==> src/rtl/lc3b_types.sv <==
// Shared word, line and tag types for the cache line-fill path.
package lc3b_types;

  typedef logic [15:0]  lc3b_word;
  typedef logic [127:0] lc3b_line;
  typedef logic [11:0]  lc3b_line_tag;

endpackage

==> src/rtl/line_fill_buffer.sv <==
// One-entry line buffer: eight individually writable words plus tag and valid.
module line_fill_buffer
  import lc3b_types::*;
(
  input  logic         clk,
  input  logic         reset,
  input  logic         clear_i,
  input  logic [11:0]  tag_i,
  input  logic         we_i,
  input  logic [2:0]   widx_i,
  input  logic [15:0]  wdata_i,
  input  logic         set_valid_i,
  output logic [127:0] line_o,
  output logic         valid_o,
  output logic [11:0]  tag_o
);

  logic [7:0][15:0] words_q;
  logic             valid_q;
  lc3b_line_tag     tag_q;

  // Starting a fill wipes the old line so a partial fill can never look complete.
  always_ff @(posedge clk) begin
    if (reset || clear_i) begin
      words_q <= '0;
      valid_q <= 1'b0;
    end else begin
      if (we_i) words_q[widx_i] <= wdata_i;
      if (set_valid_i) valid_q <= 1'b1;
    end
    if (reset) tag_q <= '0;
    else if (clear_i) tag_q <= tag_i;
  end

  assign line_o  = words_q;
  assign valid_o = valid_q;
  assign tag_o   = tag_q;

endmodule

==> src/rtl/l2_line_responder.sv <==
// Line-fill responder: assembles a 128-bit line from eight 16-bit memory reads
// and answers repeat requests for the last filled line from a one-entry buffer.
//
//   state   | meaning
//   S_IDLE  | waiting for L2_read; hit -> S_RESP, miss -> S_FETCH
//   S_FETCH | reading word k from memory until word 7 returns
//   S_RESP  | one-cycle L2_resp pulse with the buffered line
module l2_line_responder
  import lc3b_types::*;
#(
  parameter int WORDS_PER_LINE = 8,
  parameter int OFFSET_BITS    = 4
) (
  input  logic         clk,
  input  logic         reset,
  input  logic         L2_read,
  input  logic [15:0]  L2_address,
  output logic         L2_resp,
  output logic [127:0] L2_rdata,
  output logic         pmem_read,
  output logic [15:0]  pmem_address,
  input  logic         pmem_resp,
  input  logic [15:0]  pmem_rdata
);

  typedef enum logic [1:0] {S_IDLE, S_FETCH, S_RESP} state_e;

  localparam logic [2:0] LAST_WORD = 3'(WORDS_PER_LINE - 1);

  state_e       state_q;
  logic [2:0]   k_q;
  logic         hold_off_q;
  logic         l2_resp_q;
  logic         pmem_read_q;
  lc3b_word     pmem_address_q;

  lc3b_line_tag req_tag;
  lc3b_line_tag buf_tag;
  logic         buf_valid;
  logic         hit;
  logic         fill_start;
  logic         word_we;
  logic         last_word;
  logic         unused_addr_bits;

  assign req_tag          = L2_address[15:OFFSET_BITS];
  assign unused_addr_bits = ^L2_address[OFFSET_BITS-1:0];
  assign hit              = buf_valid && (buf_tag == req_tag);
  assign fill_start       = (state_q == S_IDLE) && !hold_off_q && L2_read && !hit;
  assign word_we          = (state_q == S_FETCH) && pmem_resp;
  assign last_word        = (k_q == LAST_WORD);

  line_fill_buffer u_buf (
    .clk         (clk),
    .reset       (reset),
    .clear_i     (fill_start),
    .tag_i       (req_tag),
    .we_i        (word_we),
    .widx_i      (k_q),
    .wdata_i     (pmem_rdata),
    .set_valid_i (word_we && last_word),
    .line_o      (L2_rdata),
    .valid_o     (buf_valid),
    .tag_o       (buf_tag)
  );

  always_ff @(posedge clk) begin
    if (reset) begin
      state_q        <= S_IDLE;
      k_q            <= '0;
      hold_off_q     <= 1'b0;
      l2_resp_q      <= 1'b0;
      pmem_read_q    <= 1'b0;
      pmem_address_q <= '0;
    end else begin
      case (state_q)
        S_IDLE: begin
          hold_off_q <= 1'b0;
          if (!hold_off_q && L2_read) begin
            if (hit) begin
              state_q   <= S_RESP;
              l2_resp_q <= 1'b1;
            end else begin
              state_q        <= S_FETCH;
              k_q            <= '0;
              pmem_read_q    <= 1'b1;
              pmem_address_q <= {req_tag, 3'd0, 1'b0};
            end
          end
        end
        S_FETCH: begin
          if (pmem_resp) begin
            if (last_word) begin
              state_q     <= S_RESP;
              pmem_read_q <= 1'b0;
              l2_resp_q   <= 1'b1;
            end else begin
              k_q            <= k_q + 3'd1;
              pmem_address_q <= {buf_tag, k_q + 3'd1, 1'b0};
            end
          end
        end
        S_RESP: begin
          // Block the very next IDLE cycle so a still-high L2_read is not re-served.
          state_q    <= S_IDLE;
          l2_resp_q  <= 1'b0;
          hold_off_q <= 1'b1;
        end
        default: state_q <= S_IDLE;
      endcase
    end
  end

  assign L2_resp      = l2_resp_q;
  assign pmem_read    = pmem_read_q;
  assign pmem_address = pmem_address_q;

endmodule

==> config.mk <==
export PLATFORM = sky130hd
export DESIGN_NAME = l2_line_responder
export DESIGN_NICKNAME = d
export VERILOG_FILES = /design/src/rtl/lc3b_types.sv /design/src/rtl/line_fill_buffer.sv /design/src/rtl/l2_line_responder.sv
export SDC_FILE = /design/constraint.sdc
export NUM_CORES = 1
export LEC_CHECK = 0
export CAP_MARGIN = 0
export CORE_AREA = 2 2 124 126
export DETAILED_ROUTE_END_ITERATION = 10
export DIE_AREA = 0 0 126 128
export MAX_ROUTING_LAYER = met4
export PLACE_DENSITY = 0.9
export REMOVE_ABC_BUFFERS = 1
export SLEW_MARGIN = 30
export SYNTH_ARGS = -nofsm -noshare
export SYNTH_HDL_FRONTEND = slang
export SYNTH_HIERARCHICAL = 1
export SYNTH_SLANG_ARGS = --single-unit
==> constraint.sdc <==
create_clock -name clk -period 2.89 [get_ports clk]
set_input_delay 0.7225 -clock clk [delete_from_list [all_inputs] [get_ports clk]]
set_output_delay 0.7225 -clock clk [all_outputs]
set_load 0.02 [all_outputs]
==> flow_summary.yaml <==
status:
  status: "completed"
clocking:
  clock_latency_ns: 0.42
  hold_buffers: 0
  clk_pin_slew_ns: 0.06
  h-tree-depth: 4
  ctsRootBufferMaster: "clkbuf_16"
  numCtsBuffers: 17
  cts_tree: "yes"
  cts.path.max_buffers: 2
  clock-sinks: 161
sta:
  timing.fmax_ghz: 0.348
  finalClockSkew_ns: 0.0106
  finalSetupTns_ns: 0
  fin_ws_ns: 0.0196
  drv_slew: 0
  period_needed_ns: 2.87
  finalCritPeriodShare: 0.993
  hold_viol: 0
  setup_viol: 0
yosys:
  netlist.area_leader.share: 0.454
  yosysWarnings: 6
  synthDistinctLibCells: 40
  synth_area_leaders: "dfxtp_1, mux2i_1, or3b_1"
  ys.flop_type: "dfxtp_1"
  ys_seq_area_frac: 0.454
  syn_area_sq_mm: 0.00710
  synth_seq_cells: 161
  synthTopCellsByCount: "dfxtp_1, mux2i_1, or3b_1"
  synth_most_common_cell: "dfxtp_1"
  synth_area_leader_cell: "dfxtp_1"
  synth.avg_cell_area_sq_um: 11.1
  synth-async-reset-ratio: 0
  syn_inst: 638
  synth_enable_flop_cells: 0
setup_path:
  reg2reg_slack_ns: 0.46
  crit_path_end_kind: "register"
  r2r-end: "u_buf/line_o[21]"
  reg2reg_depth: 8
  critPathArrivalTime_ns: 3.21
  crit_end: "u_buf/line_o[21]"
  path_class: "input port to register"
  critPathMaxFanout: 48
  worstPathRequired_ns: 3.23
  worstSetupStartpointType: "input port"
  r2r_start: "u_buf/tag_o[0]"
  critical_path.startpoint: "L2_address[14]"
detailed_routing:
  firstDrtPassIters: 4
  avgRoutedWirePerCell_um: 18.1
  remaining_drc_errors: 0
  num_vias: 5362
  ant_nets: 0
  drt-total-wl_um: 18200
  drt_iter0_markers: 270
  viasPerCell: 5.33
finish:
  area_growth_pct: 37.9
  fill_cells: 1124
  final_util: 0.659
  stdcell_count: 1006
  diodes: 0
  regArea_sq_mm: 0.00322
  drive_above_1_share: 0.207
  multi_input_area_sq_mm: 0.00354
  nNetsFinal: 843
global_route:
  grt.total_usage: 0.230
  grt_antenna_before_repair: 0
  grt_max_degree: 92
  grt_util_met1: 0.288
  grt_use_met3: 0.0534
  grt_pass1_wl_um: 28500
  gr-total-overflow: 0
  busiest_layer: "met2"
  grt_pass1_vias: 5249
  grt.met2_usage: 0.367
place:
  placed_cells: 974
  dp_worst_setup_slack_ns: -0.378
  dp_hpwl_um: 12000
  io_buffers: 176
  gp_congestion: 0.781
pwr:
  leakage_nw: 4.14
  p_total_mw: 4.94
  ir_drop_mv: 0.386
  powerDensity_mw_per_mm2: 505
die:
  ios: 182
  core.rowCount: 45
  core_sq_mm: 0.0149
  die-area_sq_mm: 0.0161
  die-width_um: 126
  initial_core_util: 0.478
  die_h_um: 128
flow_run:
  max-cap-violations: 0
worst_hold_path:
  hold_class: "register to register"
-- area by class of cell --
class,count,share of cell area
flip-flops and latches,161,0.329
inverters,2,0.000767
clock inverters,15,0.0150
clock buffers,17,0.0435
multi-input cells,398,0.361
repair buffers,225,0.226
well taps,188,0.0240
-- where the power goes --
part	internal, mW	total, mW	switching (mW)
clock	1.21	2.17	0.963
sequential	2.26	2.28	0.0262
combinational	0.226	0.485	0.259
-- sequential cells by signal, indices dropped and copies added (netlist names), 2 cells and up --
signal,flops
u_buf/line_o,128
k_q,2
pmem_address,13
u_buf/tag_o,12
state_q,2
-- metal layers --
metal / part of all wire / vias to the layer above
met3: 0.052 / 28
met5: 0 / -
met4: 0.019 / 0
met1: 0.44 / 2563
met2: 0.49 / 158
li1: - / 2613
-- kinds of logic after synthesis --
logic type,count (synthesis),share of synthesized area
mux,153,0.216
simple gates,196,0.220
other cells,1,0.000528
compound gates,34,0.0381
xor+xnor,12,0.0148
flops,161,0.454
buf+inv,79,0.0529
fa+ha+maj,2,0.00352
-- timing repair --
| action | in CTS | in global routing |
|---|---|---|
| setup buffers | 0 | 0 |
| setup endpoints to repair | 0 | 101 |
| resized for setup | 0 | 4 |
-- how the worst min path moves through the flow --
stage,to,cells past startpoint,startpoint,slack [ns]
floorplan,hold_off_q,2,hold_off_q,0.47
global placement,pmem_read,2,pmem_read,0.46
detailed placement,pmem_read,2,pmem_read,0.47
CTS,pmem_read,2,pmem_read,0.48
global route,pmem_read,2,pmem_read,0.49
finish,pmem_read,2,pmem_read,0.47
-- through the flow --
step | hold slack [ns] | area (sq um)
6_report | 0.470 | 9790
5_1_grt | 0.493 | 9790
4_1_cts | 0.479 | 9770
3_5_place_dp | 0.469 | 9200
3_3_place_gp | 0.456 | 9200
2_1_floorplan | 0.466 | 6730
-- worst max-delay path: stages --
cell and delay (ns):
clkdlybuf4s50_1 0.51, xnor2_1 0.12, nand4_1 0.22, nor4_2 0.38
nand2b_4 0.21, nor2_4 0.06, buf_12 0.20, or3b_2 0.58
mux2i_1 0.18
-- placed cells by master (no fill, tap or decap), types with 4 or more instances in the layout --
| master | n |
|---|---|
| clkdlybuf4s50_1 | 175 |
| dfxtp_1 | 161 |
| mux2i_1 | 153 |
| or3b_1 | 76 |
| or3b_2 | 66 |
| buf_4 | 43 |
| nor2_1 | 19 |
| clkbuf_16 | 17 |
| a21oi_1 | 13 |
| xnor2_1 | 12 |
| a211oi_2 | 9 |
| nand2_1 | 8 |
| inv_6 | 8 |
| buf_12 | 7 |
| a211oi_1 | 4 |
Note: power is estimated with default switching activity, not from simulation.
